[src/rtl/ram_arb_pkg.sv]
// Shared types and defaults for the two-requester RAM port arbiter.
package ram_arb_pkg;

    localparam int AW_DEF    = 6;
    localparam int DW_DEF    = 8;
    localparam int DEPTH_DEF = 64;

    localparam int REQ0 = 0;
    localparam int REQ1 = 1;

    typedef enum logic [1:0] {
        ST_INIT  = 2'd0,
        ST_CLEAR = 2'd1,
        ST_SERVE = 2'd2
    } state_e;

endpackage

[src/rtl/rr_arb2.sv]
// Two-way round-robin grant; the pointer names the requester that wins a tie.
module rr_arb2
    import ram_arb_pkg::*;
(
    input  logic       clk,
    input  logic       rst_n,
    input  logic [1:0] req,
    input  logic       en,
    input  logic       ptr_clr,
    output logic [1:0] gnt
);

    logic ptr_q;
    logic ptr_d;

    always_comb begin
        gnt = 2'b00;
        if (en) begin
            if (req[REQ0] && req[REQ1]) begin
                gnt[ptr_q] = 1'b1;
            end else begin
                gnt = req;
            end
        end
    end

    // After a grant the other side gets priority; idle cycles leave it alone.
    always_comb begin
        ptr_d = ptr_q;
        if (ptr_clr) begin
            ptr_d = 1'b0;
        end else if (gnt[REQ0]) begin
            ptr_d = 1'b1;
        end else if (gnt[REQ1]) begin
            ptr_d = 1'b0;
        end
    end

    always_ff @(posedge clk or negedge rst_n) begin
        if (!rst_n) begin
            ptr_q <= 1'b0;
        end else begin
            ptr_q <= ptr_d;
        end
    end

endmodule

[src/rtl/ram_port_arbiter.sv]
// Shares one single-port synchronous RAM between two requesters and owns
// its zero-initialisation sweep after reset or on a clear command.
module ram_port_arbiter
    import ram_arb_pkg::*;
#(
    parameter int AW    = AW_DEF,
    parameter int DW    = DW_DEF,
    parameter int DEPTH = DEPTH_DEF
) (
    input  logic          clk,
    input  logic          rst_n,
    input  logic          clr_req,
    output logic          clr_busy,
    input  logic          req0_valid,
    output logic          req0_ready,
    input  logic          req0_we,
    input  logic [AW-1:0] req0_addr,
    input  logic [DW-1:0] req0_wdata,
    output logic          rsp0_valid,
    output logic [DW-1:0] rsp0_rdata,
    input  logic          req1_valid,
    output logic          req1_ready,
    input  logic          req1_we,
    input  logic [AW-1:0] req1_addr,
    input  logic [DW-1:0] req1_wdata,
    output logic          rsp1_valid,
    output logic [DW-1:0] rsp1_rdata,
    output logic          ram_we,
    output logic [AW-1:0] ram_addr,
    output logic [DW-1:0] ram_din,
    input  logic [DW-1:0] ram_dout
);

    localparam logic [AW:0] CLR_LAST = (AW + 1)'(DEPTH - 1);

    state_e        state_q;
    state_e        state_d;
    logic [AW:0]   clr_cnt_q;
    logic [AW:0]   clr_cnt_d;
    logic [AW-1:0] addr_hold_q;
    logic [1:0]    rsp_tag_q;
    logic [1:0]    rsp_tag_d;

    logic [1:0]    req_valid;
    logic [1:0]    gnt;
    logic          arb_en;
    logic          arb_ptr_clr;
    logic [DW-1:0] rsp_rdata [2];

    assign req_valid   = {req1_valid, req0_valid};
    assign arb_en      = (state_q == ST_SERVE);
    assign arb_ptr_clr = (state_q != ST_SERVE);

    rr_arb2 u_rr_arb2 (
        .clk     (clk),
        .rst_n   (rst_n),
        .req     (req_valid),
        .en      (arb_en),
        .ptr_clr (arb_ptr_clr),
        .gnt     (gnt)
    );

    assign req0_ready = gnt[REQ0];
    assign req1_ready = gnt[REQ1];
    assign clr_busy   = (state_q != ST_SERVE);

    always_comb begin
        state_d   = state_q;
        clr_cnt_d = clr_cnt_q;
        rsp_tag_d = 2'b00;
        ram_we    = 1'b0;
        ram_addr  = addr_hold_q;
        ram_din   = '0;
        case (state_q)
            ST_INIT: begin
                state_d = ST_CLEAR;
            end
            ST_CLEAR: begin
                ram_we   = 1'b1;
                ram_addr = clr_cnt_q[AW-1:0];
                if (clr_cnt_q == CLR_LAST) begin
                    clr_cnt_d = '0;
                    state_d   = ST_SERVE;
                end else begin
                    clr_cnt_d = clr_cnt_q + 1'b1;
                end
            end
            ST_SERVE: begin
                if (gnt[REQ0]) begin
                    ram_we          = req0_we;
                    ram_addr        = req0_addr;
                    ram_din         = req0_wdata;
                    rsp_tag_d[REQ0] = ~req0_we;
                end else if (gnt[REQ1]) begin
                    ram_we          = req1_we;
                    ram_addr        = req1_addr;
                    ram_din         = req1_wdata;
                    rsp_tag_d[REQ1] = ~req1_we;
                end
                // The grant above still lands on this edge; clearing starts next.
                if (clr_req) begin
                    state_d = ST_CLEAR;
                end
            end
            default: begin
                state_d = ST_INIT;
            end
        endcase
    end

    always_ff @(posedge clk or negedge rst_n) begin
        if (!rst_n) begin
            state_q     <= ST_INIT;
            clr_cnt_q   <= '0;
            addr_hold_q <= '0;
            rsp_tag_q   <= 2'b00;
        end else begin
            state_q     <= state_d;
            clr_cnt_q   <= clr_cnt_d;
            addr_hold_q <= ram_addr;
            rsp_tag_q   <= rsp_tag_d;
        end
    end

    // Read data is the RAM output itself, forced to zero outside its response cycle.
    for (genvar gi = 0; gi < 2; gi++) begin : g_rsp
        assign rsp_rdata[gi] = rsp_tag_q[gi] ? ram_dout : '0;
    end

    assign rsp0_valid = rsp_tag_q[REQ0];
    assign rsp1_valid = rsp_tag_q[REQ1];
    assign rsp0_rdata = rsp_rdata[REQ0];
    assign rsp1_rdata = rsp_rdata[REQ1];

endmodule

[config.mk]
export PLATFORM = sky130hd
export DESIGN_NAME = ram_port_arbiter
export DESIGN_NICKNAME = d
export VERILOG_FILES = /design/src/rtl/ram_arb_pkg.sv /design/src/rtl/rr_arb2.sv /design/src/rtl/ram_port_arbiter.sv
export SDC_FILE = /design/constraint.sdc
export NUM_CORES = 1
export LEC_CHECK = 0
export CAP_MARGIN = 10
export CORE_MARGIN = 2
export CORE_UTILIZATION = 37
export CTS_BUF_LIST = sky130_fd_sc_hd__clkbuf_4 sky130_fd_sc_hd__clkbuf_8
export DETAILED_ROUTE_END_ITERATION = 8
export PLACE_DENSITY = 0.89
export SYNTH_ARGS = -nofsm -noshare
export SYNTH_HDL_FRONTEND = slang
export SYNTH_SLANG_ARGS = --single-unit
[constraint.sdc]
create_clock -name clk -period 2 [get_ports clk]
set_clock_uncertainty 0.05 [all_clocks]
set_input_delay 0.2 -clock clk [delete_from_list [all_inputs] [get_ports clk]]
set_output_delay 0.2 -clock clk [all_outputs]
set_load 0.05 [all_outputs]
## Word level (Yosys, flattened, before mapping)

Cells that the tools add are included.

- Bits of input ports: 43
- Output and inout port bits: 36
- Bits in registers: 18

- Order comparisons: 2
- Equal/unequal tests: 6
- Reduce and logical (&&, ||, !) cells: 5
- Mux-type cells: 26
- Add/subtract/negate cells: 1
- Bitwise operators: 2

Operator list:

| cell | count |
|---|---|
| 8-bit 2-to-1 mux | 5 |
| 6-bit 2-to-1 mux | 2 |
| 6-bit one-hot mux with 2 select lines | 1 |
| 2-bit 2-to-1 mux | 5 |
| 1-bit 2-to-1 mux | 9 |
| 7-bit by 1-bit adder with 7-bit output (second input constant) | 1 |
| 7-bit by 6-bit == test with 1-bit output (second input constant) | 1 |
| 7-bit 2-to-1 mux | 1 |
| 2-bit != test (second input constant) | 3 |
| 2-bit one-hot mux with 3 select lines | 1 |
| 3-bit nonzero test | 1 |
| 2-bit by 1-bit == test with 1-bit output (second input constant) | 1 |
| 2-bit == test (second input constant) | 1 |
| 1-bit logical AND | 2 |
| 2-bit logical NOT | 1 |
| 1-bit by 2-bit less-than comparator with 1-bit output (second input constant) | 1 |
| 1-bit NOT | 2 |
| 1-bit one-hot mux with 2 select lines | 1 |
| 2-bit AND reduction | 1 |
| 1-bit demux with 1-bit select | 1 |
| 1-bit greater-or-equal comparator (second input constant) | 1 |

## Longest topological paths before layout

Gate-level depths: netlist of run 1.

- Word-level depth: 9
- Depth in mapped cells: 8
- Gate-level depth less buffers: 6

## Hierarchy

Synthesis of run 1 repeated with hierarchy kept, for this count alone.

- Cell total of the unflattened synthesis: 146
- Area, all modules: 1271.2 um^2

By module, submodules not included:

| module | cells an instance | instances | area each (um^2) | sequential area each (um^2) |
|---|---|---|---|---|
| ram_port_arbiter | 138 | 1 | 1211.2 | 425.4 |
| rr_arb2 | 8 | 1 | 60.1 | 25.0 |

## Worst setup path before layout of run 1

Ideal clock, no wire load.

- Kind: register to register
- Start point: register state_q[0]
- End point: register addr_hold_q[2]
- Arrival time: 2.150 ns
- Library setup time: 0.214 ns
- Clock period less this slack: 2.414 ns
- Stages on the path, launching flop included: 9
- Slack: -0.414 ns
- Buffers on the path: 3
- Cells stage by stage: dfrtp_1 > inv_1 > ha_1 > clkbuf_8 > and3_4 > buf_6 > buf_8 > a222oi_1 > a21oi_1

- Elaborated cells on any way between the ends: 6
- Those cells by class: 2 x eq/ne; 4 x mux

RTL lines:

| element | line | text |
|---|---|---|
| start, declared | ram_port_arbiter.sv:36 | `state_e state_q;` |
| start signal, assigned | ram_port_arbiter.sv:118 | `state_q <= state_d;` |
| 2-bit == test | ram_port_arbiter.sv:51 | `assign arb_en = (state_q == ST_SERVE);` |
| 2-bit 2-to-1 mux | rr_arb2.sv:18 | `if (en) begin` |
| net req0_ready | ram_port_arbiter.sv:15 | `output logic req0_ready,` |
| 6-bit 2-to-1 mux | ram_port_arbiter.sv:89 | `if (gnt[REQ0]) begin` |
| 6-bit one-hot mux with 2 select lines | ram_port_arbiter.sv:74 | `case (state_q)` |
| net ram_addr[2] | ram_port_arbiter.sv:29 | `output logic [AW-1:0] ram_addr,` |
| end signal, assigned | ram_port_arbiter.sv:120 | `addr_hold_q <= ram_addr;` |
| end, declared | ram_port_arbiter.sv:40 | `logic [AW-1:0] addr_hold_q;` |

The timed path passes the listed nets, and every way through them passes these cells.
A chain may end at the register's enable or synchronous reset.

## Worst setup path in the final report of run 1

- Start point: register u_rr_arb2.ptr_q
- End point: output port ram_addr[2]

- Cells in the longest elaborated chain, start to end: 9
- Elaborated cells on any way between the ends: 10
- Those cells by class: 2 x order compare; 7 x mux; 1 x reduce/logical

Ends and longest elaborated chain:

| element | line | text |
|---|---|---|
| start, declared | rr_arb2.sv:13 | `logic ptr_q;` |
| start signal, assigned | rr_arb2.sv:43 | `ptr_q <= ptr_d;` |
| 1-bit by 2-bit less-than comparator with 1-bit output (implied by the code) / 1-bit greater-or-equal comparator (equally long branches) | rr_arb2.sv:20 | `gnt[ptr_q] = 1'b1;` |
| 1-bit logical AND (implied by the code) | rr_arb2.sv:20 |  |
| 1-bit 2-to-1 mux (implied by the code) | rr_arb2.sv:20 |  |
| 1-bit demux with 1-bit select * | n/a |  |
| 2-bit 2-to-1 mux * | rr_arb2.sv:19 | `if (req[REQ0] && req[REQ1]) begin` |
| 2-bit 2-to-1 mux * | rr_arb2.sv:18 |  |
| 6-bit 2-to-1 mux | ram_port_arbiter.sv:94 | `end else if (gnt[REQ1]) begin` |
| 6-bit 2-to-1 mux * | ram_port_arbiter.sv:89 |  |
| 6-bit one-hot mux with 2 select lines * | ram_port_arbiter.sv:74 |  |
| end, declared | ram_port_arbiter.sv:29 |  |

Mark *: on every way between the ends. The rest lies on a longest branch, timed or not.

==> flow_summary.json, run 1 <==
{
  "tightestPinTransition_ps": 516,
  "synth_area_um2": 1220,
  "internal_power_uw": 556,
  "clkLatencyLatePin_ps": 300,
  "post-route-util_pct": 75.4,
  "firstDrtPassIters": 5,
  "routed_via_density": 5.13,
  "io_buffers": 78,
  "ys_seq_elements": 18,
  "cts_tree": "built",
  "rr_worst_depth": 6,
  "status": "finished, violations left",
  "ctsHoldBuffers": 0,
  "required_ps": 1750,
  "yosysUniqueCellTypes": 34,
  "cp.arrival_ps": 1850,
  "gp_congestion": 0.795,
  "whs_ps": 162,
  "hold_viol_final": 0,
  "antenna_found_initial": 0,
  "htree_levels": 1,
  "post_drt_wl_per_cell_um": 16.8,
  "post-route-drc-count": 0,
  "power_frac_seq_pct": 51.0,
  "drive_gt1_share_pct": 41.6,
  "finalWorstSetupSlack_ps": -96.3,
  "clockRootBuffer": "clkbuf_4",
  "clock_tree.buffer_depth": 2,
  "core-area_um2": 3100,
  "grt-ovfl-total": 0,
  "maxSlewViolCount": 0,
  "grt_pass1_vias": 1370,
  "slew_headroom_pct": 65.5,
  "synth_cells": 120,
  "swShare_pct": 22.1,
  "cts_buffers": 3,
  "worst-setup-path-type": "reg2out",
  "critPathLaunchType": "flop",
  "drt_iter0_drc": 69,
  "die_area_um2": 3780,
  "p_sw_uw": 157,
  "die_w_um": 61.5,
  "synth_nets": 169,
  "setup_violations": 6,
  "detail-route-antenna-nets": 0,
  "hold_path_class": "in2async",
  "critPathCaptureType": "primary output",
  "area_delta_synth_final_pct": 91.1,
  "fmax_mhz": 477,
  "p_comb_share_pct": 16.5,
  "powerDensity_nw_per_um2": 305,
  "yosysWarningCount": 0,
  "cp_max_fo": 7,
  "rows": 20,
  "grtUsageTotal_pct": 21.7,
  "vdd_drop_max_mv": 0.257,
  "p_clk_share_pct": 32.6,
  "final_nets": 271,
  "hpwl_um": 3340,
  "diodes": 0,
  "drt_wl_total_um": 4460,
  "setup_tns_ps": -397,
  "rsz0062_at_grt": "yes",
  "synth_seq_area_share_pct": 36.8,
  "boundaryPins": 79,
  "fin_crit_sh_pct": 105,
  "fin_crit_ps": 2100,
  "start_util_pct": 39.4,
  "drv_cap": 0,
  "clock_sinks": 18,
  "power.leakage_nw": 1.08,
  "grt_first_pass_wirelength_um": 6060,
  "clk_pin_slew_worst_paths_ps": 110,
  "grt_max_degree": 19,
  "dr_total_vias": 1360,
  "synth.avg_cell_area_um2": 10.2,
  "violations": "setup timing",
  "chipHeight_um": 61.5
}
[what timing repair did]
item	4_1_cts	5_1_grt
hold endpoints to repair	0	0
resized for setup	20	14
setup buffers	6	6
endpoints found under the setup margin	15	15
pin swaps	15	10
[per-stage QoR]
step	cells	cell area, um2	total power [mW]	setup WS (ps)
2_1_floorplan	120	1260	0.386	-63.4
3_3_place_gp	250	2090	0.483	-96.7
3_5_place_dp	250	2090	0.486	-140
4_1_cts	260	2240	0.717	-91.7
5_1_grt	265	2340	0.741	-182
6_report	265	2340	0.714	-96.3
[worst max-delay path, stage by stage (launching register included)]
cell and delay [ps]:
dfrtp_1 400, or2b_4 300, a32o_1 230, a222oi_1 240, buf_4 170, a21oi_4 50
buf_6 150
[cell usage in the layout (no fill, tap or decap), types with 2 or more instances in the layout]
cell type	count
clkdlybuf4s50_1	42
buf_4	37
dfrtp_1	17
and2_1	16
buf_6	14
nor2_1	9
a22o_2	7
a32o_1	5
a222oi_1	5
nand2_1	4
a21oi_2	4
ha_1	4
buf_8	4
buf_12	4
inv_2	3
nand4_1	3
a21oi_1	3
mux2_2	3
clkbuf_4	3
inv_1	2
nand2b_1	2
nand3_1	2
nor3_1	2
o21ai_0	2
xnor2_1	2
ha_4	2
dlymetal6s2s_1	2
[metal layers]
| layer | track usage [%] | share of wire (%) | vias up |
|---|---|---|---|
| met2 | 41.1 | 55 | 64 |
| met3 | 4.41 | 7.4 | 11 |
| li1 | - | - | 650 |
| met4 | 8.81 | 1.9 | 0 |
| met5 | 0 | 0 | - |
| met1 | 23.2 | 35 | 635 |
[synth_stat cells]
cell	n	share of area, %
ha_1	6	6.1
buf_8	1	1.2
o211ai_1	1	0.61
a221oi_1	1	0.72
o21bai_1	1	0.61
clkbuf_8	2	2.2
o221ai_1	1	0.72
a22o_2	8	6.5
a21oi_1	8	3.3
or2b_4	1	0.92
or3_1	1	0.51
nor3_1	2	0.82
o21a_1	1	0.61
nand4_1	3	1.5
nor2b_1	1	0.51
a222oi_1	5	4.1
nand2_4	1	0.92
buf_6	3	2.8
nand3_1	3	1.2
and2_1	16	8.2
xor2_1	1	0.72
o311a_2	1	0.92
inv_1	4	1.2
nor2_1	9	2.8
and3_4	1	0.92
xnor2_1	2	1.4
o21ai_0	2	0.82
nand2_1	4	1.2
inv_2	1	0.31
mux2i_1	1	0.82
mux2_2	3	2.8
dfrtp_1	18	37
a32o_1	5	4.1
nand2b_1	2	1.0
[path summary, 6_finish.rpt]
kind | start | to | slack (ps)
max | u_rr_arb2.ptr_q | ram_addr[2] | -100
max in group asynchronous | rst_n | state_q[0] | 1520
max reg2reg | state_q[0] | state_q[1] | 150
min | rst_n | addr_hold_q[1] | 160
min reg2reg | clr_cnt_q[6] | clr_cnt_q[6] | 510
min in group clk | req0_valid | rsp_tag_q[0] | 320
[state kept, by name, indices dropped and copies added (netlist names)]
name,flops
addr_hold_q,6
rsp_tag_q,2
u_rr_arb2.ptr_q,1
state_q,2
clr_cnt_q,7
[area by class of cell]
class                           count  area (um2)
Multi-Input combinational cell     91         756
Tap cell                           44        55.1
Inverter                            5        18.8
Fill cell                         224         764
Sequential cell                    18         452
Timing Repair Buffer              103        1020
Clock buffer                        4        36.3
[power by group through the flow]
| stage | Clock (mW) | Sequential [mW] | Combinational (mW) |
|---|---|---|---|
| 6_report | 0.232 | 0.364 | 0.117 |
| 5_1_grt | 0.254 | 0.364 | 0.123 |
| 4_1_cts | 0.237 | 0.364 | 0.116 |
| 3_5_place_dp | 0 | 0.371 | 0.115 |
| 3_3_place_gp | 0 | 0.371 | 0.112 |
| 2_1_floorplan | 0 | 0.371 | 0.0149 |
[logic make-up after synthesis]
group | after synthesis | synth area share [%]
compound gates | 34 | 23.0
simple gates | 44 | 20.6
mux | 4 | 3.58
flops | 18 | 36.8
fa+ha+maj | 6 | 6.13
xor+xnor | 3 | 2.15
buf+inv | 11 | 7.77
Note: power is estimated with default switching activity, not from simulation.
==> run 2: changes to the inputs <==
--- a/config.mk
+++ b/config.mk
@@ -5,12 +5,13 @@
 export SDC_FILE = /design/constraint.sdc
 export NUM_CORES = 1
 export LEC_CHECK = 0
+export ABC_AREA = 1
 export CAP_MARGIN = 10
 export CORE_MARGIN = 2
-export CORE_UTILIZATION = 37
+export CORE_UTILIZATION = 39
 export CTS_BUF_LIST = sky130_fd_sc_hd__clkbuf_4 sky130_fd_sc_hd__clkbuf_8
 export DETAILED_ROUTE_END_ITERATION = 8
-export PLACE_DENSITY = 0.89
+export PLACE_DENSITY = 0.9
 export SYNTH_ARGS = -nofsm -noshare
 export SYNTH_HDL_FRONTEND = slang
 export SYNTH_SLANG_ARGS = --single-unit
==> run 2 against run 1 <==
  * Via count up 30%
  * Clock-buffer cell count down 1
  * The run still ends with setup timing left
  * Largest cell class unchanged
  * Synthesized cell count up 70%
==> flow_summary.json, run 2 <==
{
  "max_stage_delay_ps": 410,
  "hpwl_um": 3760,
  "clockRootBuffer": "clkbuf_4",
  "whs_ps": 202,
  "cp.arrival_ps": 1890,
  "slew_headroom_pct": 66.5,
  "chipHeight_um": 62.6,
  "cts_buffers": 3,
  "synth_cells": 204,
  "cp_max_fo": 7,
  "synth_area_um2": 1340,
  "grt_max_degree": 19,
  "async_reset_ff_share_pct": 100,
  "drt_iter0_drc": 150,
  "antenna_found_initial": 0,
  "finalWorstSetupSlack_ps": -139,
  "largest_register": "clr_cnt_q",
  "yosysWarningCount": 0,
  "synth.area.top_cells": "dfrtp_1 34%, nand2_1 17%, inv_1 13%",
  "dr_total_vias": 1773,
  "tightestPinTransition_ps": 501,
  "cpMaxStageDelayCell": "dfrtp_1",
  "rows": 21,
  "synth_top_family_by_area": "simple AND/OR/NAND/NOR gates",
  "status": "finished, violations left",
  "synth.mux.area_fraction_pct": 0,
  "htree_levels": 1,
  "final_cell_mix": "55 x nand2_1, 44 x inv_1, 44 x clkdlybuf4s50_1, 30 x buf_4, 18 x buf_12",
  "hold_viol_final": 0,
  "synth_xor_area_share_pct": 1.96,
  "required_ps": 1750,
  "core-area_um2": 3310,
  "synth_edf_count": 0,
  "setup_violations": 7,
  "fmax_mhz": 468,
  "post-route-util_pct": 78.9,
  "die_w_um": 62.6,
  "power_uw": 658,
  "drt_wl_total_um": 5950,
  "rsz0062_at_grt": "yes",
  "crit_top_cell": "nand2_1",
  "worst-setup-path-type": "reg2out",
  "yosysUniqueCellTypes": 22,
  "diodes": 0,
  "fin_crit_ps": 2140,
  "path_delay_family": "buffers and inverters",
  "grt-ovfl-total": 0,
  "grt_first_pass_wirelength_um": 8530,
  "drv_cap": 0,
  "synthAdderAreaFrac_pct": 5.61,
  "fin_crit_sh_pct": 107,
  "violations": "setup timing",
  "reg_top3": "clr_cnt_q x7, addr_hold_q x6",
  "synthMostInstantiatedCell": "nand2_1",
  "ys_seq_elements": 18,
  "synth_nets": 253,
  "synth.top_cell.area_share_pct": 33.7,
  "critPathLaunchType": "flop",
  "synth_seq_area_share_pct": 33.7,
  "path_cells": "inv_2 -> ha_4 -> nand3_2 -> inv_4 -> buf_4 -> nand2_1 -> nand3_1 -> nand2_1 -> inv_1 -> buf_12",
  "routed_via_density": 5.20,
  "firstDrtPassIters": 5,
  "post_drt_wl_per_cell_um": 17.4,
  "area_delta_synth_final_pct": 95.2,
  "path_buf_inv": 5,
  "maxSlewViolCount": 0,
  "start_util_pct": 40.4,
  "final_nets": 346,
  "clock_sinks": 18,
  "drive_gt1_share_pct": 29.8,
  "clkLatencyLatePin_ps": 300,
  "grtUsageTotal_pct": 27.6,
  "largest_reg_flops": 7,
  "boundaryPins": 79,
  "synthFlopType": "dfrtp_1",
  "gp_congestion": 0.846,
  "clk_pin_slew_worst_paths_ps": 110,
  "synth_largest_area_cell": "dfrtp_1",
  "io_buffers": 78,
  "final_common_cell": "nand2_1",
  "powerDensity_nw_per_um2": 252,
  "hold_path_class": "in2async",
  "critPathCaptureType": "primary output",
  "synth_common_cells": "61 x nand2_1, 48 x inv_1, 18 x dfrtp_1, 16 x nor2_1, 14 x nand3_1",
  "post-route-drc-count": 0,
  "pre_cts_ws_ps": 51.2,
  "synth.avg_cell_area_um2": 6.56,
  "detail-route-antenna-nets": 0,
  "synthSimpleGateAreaFrac_pct": 29.9,
  "power.leakage_nw": 1.39,
  "grt_pass1_vias": 1727,
  "cts_tree": "built",
  "die_area_um2": 3910,
  "synth_compound_area_share_pct": 11.1,
  "vdd_drop_max_mv": 0.332,
  "clock_tree.buffer_depth": 2
}
## run 2: cell count changes after synthesis, sizes merged, moves of 5 or more
cell | previous run | this run
nand2 | 5 | 63
inv | 5 | 51
and2 | 16 | 0
nand3 | 3 | 14
nor2 | 9 | 16
a21oi | 8 | 13
a222oi | 5 | 0
a32o | 5 | 0
## run 2: power breakdown
part / switching, mW / internal, mW / leakage, nW
sequential: 0 / 0.364 / 0.211
clock: 0.116 / 0.0703 / 0.0138
combinational: 0.0336 / 0.0747 / 1.16
total: 0.149 / 0.509 / 1.39
## run 2: cell type report
| cell class | instances | area [um2] |
|---|---|---|
| clock buffers | 3 | 22.5 |
| fillers | 165 | 699 |
| inverters | 51 | 201 |
| multi-input cells | 129 | 830 |
| flip-flops and latches | 18 | 452 |
| well taps | 46 | 57.6 |
| repair buffers | 94 | 1050 |
## run 2: final timing paths
path                               from             end  slack (ps)  cells past startpoint
max                          state_q[0]          ram_we        -140                     10
min                               rst_n    clr_cnt_q[0]         200                      2
max reg2reg                  state_q[1]  addr_hold_q[1]         330                      9
min reg2reg                clr_cnt_q[6]    clr_cnt_q[6]         460                      2
max in group asynchronous         rst_n      state_q[1]        1480                      2
min in group clk                req1_we    rsp_tag_q[1]         450                      2
## run 2: routing by layer
| metal | up-vias | track usage (%) | wire length, um |
|---|---|---|---|
| met5 | - | 0 | 0 |
| li1 | 799 | - | - |
| met2 | 134 | 51.6 | 3100 |
| met3 | 24 | 6.31 | 521 |
| met4 | 0 | 9.44 | 220 |
| met1 | 816 | 30.5 | 2100 |
## run 2: logic make-up after synthesis
kind of cell,after synthesis
AOI/OAI and AO/OA,23
xor gates and xnor gates,3
adders and majority gates,6
buffers and inverters,57
DFF,18
and+or+nand+nor,97
## run 2: worst register-to-register path, stage by stage, from the launching register on
cell and delay [ps]:
dfrtp_2 460, ha_4 200, nand2_2 60, inv_2 50
nand2_4 120, inv_8 80, nand2_2 120, nand3_4 120
a21oi_4 210, buf_4 130
## run 2: what timing repair did
item | CTS | global route
setup endpoints to repair | 15 | 15
buffers inserted | 8 | 3
hold buffers | 0 | 0
resized for setup | 27 | 8
pin swaps | 11 | 4
## run 2: stage by stage
step | TNS (ps) | area (um2) | instances
detailed placement | 0 | 2370 | 327
CTS | -78.6 | 2550 | 338
global route | -1750 | 2610 | 341
finish | -676 | 2610 | 341
global placement | 0 | 2370 | 327
floorplan | 0 | 1400 | 204
==> RTL change, RTL diff (flow settings as in run 2) <==
The package constant `AW_DEF` goes from 6 to 8.
--- a/src/rtl/ram_arb_pkg.sv
+++ b/src/rtl/ram_arb_pkg.sv
@@ -1,7 +1,7 @@
 // Shared types and defaults for the two-requester RAM port arbiter.
 package ram_arb_pkg;
 
-    localparam int AW_DEF    = 6;
+    localparam int AW_DEF    = 8;
     localparam int DW_DEF    = 8;
     localparam int DEPTH_DEF = 64;
 
Ports: changed (resized ram_addr, req0_addr and req1_addr); port bits go from 79 to 85. No check against the original RTL was run, so the function may have changed too.
==> RTL change against run 2 <==
- the flow still finishes with violations (negative setup slack)
- setup slack improved by 0.043 ns
- cell area increased by 17%
- global-route usage decreased by 2.4 points
- sequential share of layout area increased by 0.69 points
- sequential power increased by 22%
- sequential cell count increased by 4
- worst hold slack improved by 0.026 ns
- total power increased by 29%
- synthesized area increased by 17%
- clock power increased by 52%
- wire length increased by 7.1%
- first-iteration DRC count decreased by 41%
- critical path type unchanged
==> RTL change: results (changes against run 2) <==
* Status: complete, but fails checks
* Failing checks: negative setup slack
* Met3 WL at 511 µm (-1.9%)
* Compound-gate portion of the synthesized area at 13.12% (+2.0 points)
* Inverters at 36 (-29%)
* Vias in the first global route at 1775 (+2.8%)
* IO buf count at 84 (+7.7%)
* Layout area overhead at 96.16%
* Syn Nets at 274 (+8.3%)
* Via density at 5.272 (+1.4%)
* Setup violation total in the final timing report at 9 (+2)
* Sequential cell area share at 17.99% (+0.69 points)
* Comb group at 0.000118 W (+9%)
* CP max FO at 8 (+1)
* Dpl hpwl at 3.813 mm (+1.4%)
* Worst setup margin at -0.09597 ns (+0.04260 ns)
* Synth cell types at 30 (+36%)
* Flop-to-flop setup slack at 0.22 ns (-0.11 ns)
* Setup_tns at -0.4851 ns (+0.1910 ns)
* Non-CTS buffers at 97 (+3.2%)
* Total GRT Usage at 25.22% (-2.4 points)
* GR Util met3 at 5.667% (-0.64 points)
* Clock network area share at 1.346% (+0.48 points)
* Post-CTS setup buffers at 3 (-5)
* Final GP Congestion at 0.8228 (-2.8%)
* Syn avg cell area at 7.077 µm² (+7.9%)
* Maximum VDD drop at 0.2734 mV (-18%)
* Seq/Total Area, Yosys at 35.20% (+1.5 points)
* Pre-CTS setup slack at 0.05090 ns (-0.0002503 ns)
* Static Leak at 1.515 nW (+9.4%)
* XOR/XNOR Fraction of Synth Area at 2.240% (+0.28 points)
* Non-filler cells, final at 368 (+7.9%)
* Largest cells by area after synthesis: dfrtp_1 (35%), nand2_1 (13%), nor2_1 (7.9%)
* Cell depth of the worst flop-to-flop path at 10 (+1)
* Worst R2R End: addr_hold_q[4]$_DFF_PN0_
## RTL change: cell count changes after synthesis, sizes merged, moves of 2 or more
cell / run 2 / this run
buf: 4 / 2
nor2: 16 / 33
nand3: 14 / 23
dfrtp: 18 / 22
clkinv: 0 / 3
a21oi: 13 / 18
inv: 51 / 32
nand2: 63 / 58
## RTL change: how the worst max path moves through the flow
stage | from | to | slack (ns) | depth (start not counted)
2_1_floorplan | state_q[0]$_DFFE_PN0P_ | ram_addr[0] | 0.04 | 9
3_3_place_gp | state_q[0]$_DFFE_PN0P_ | ram_we | 0.1 | 11
3_5_place_dp | state_q[0]$_DFFE_PN0P_ | ram_addr[3] | 0.05 | 9
4_1_cts | state_q[1]$_DFFE_PN0P_ | ram_we | -0.03 | 6
5_1_grt | state_q[0]$_DFFE_PN0P_ | ram_addr[2] | -0.17 | 8
6_report | state_q[0]$_DFFE_PN0P_ | ram_addr[2] | -0.1 | 8
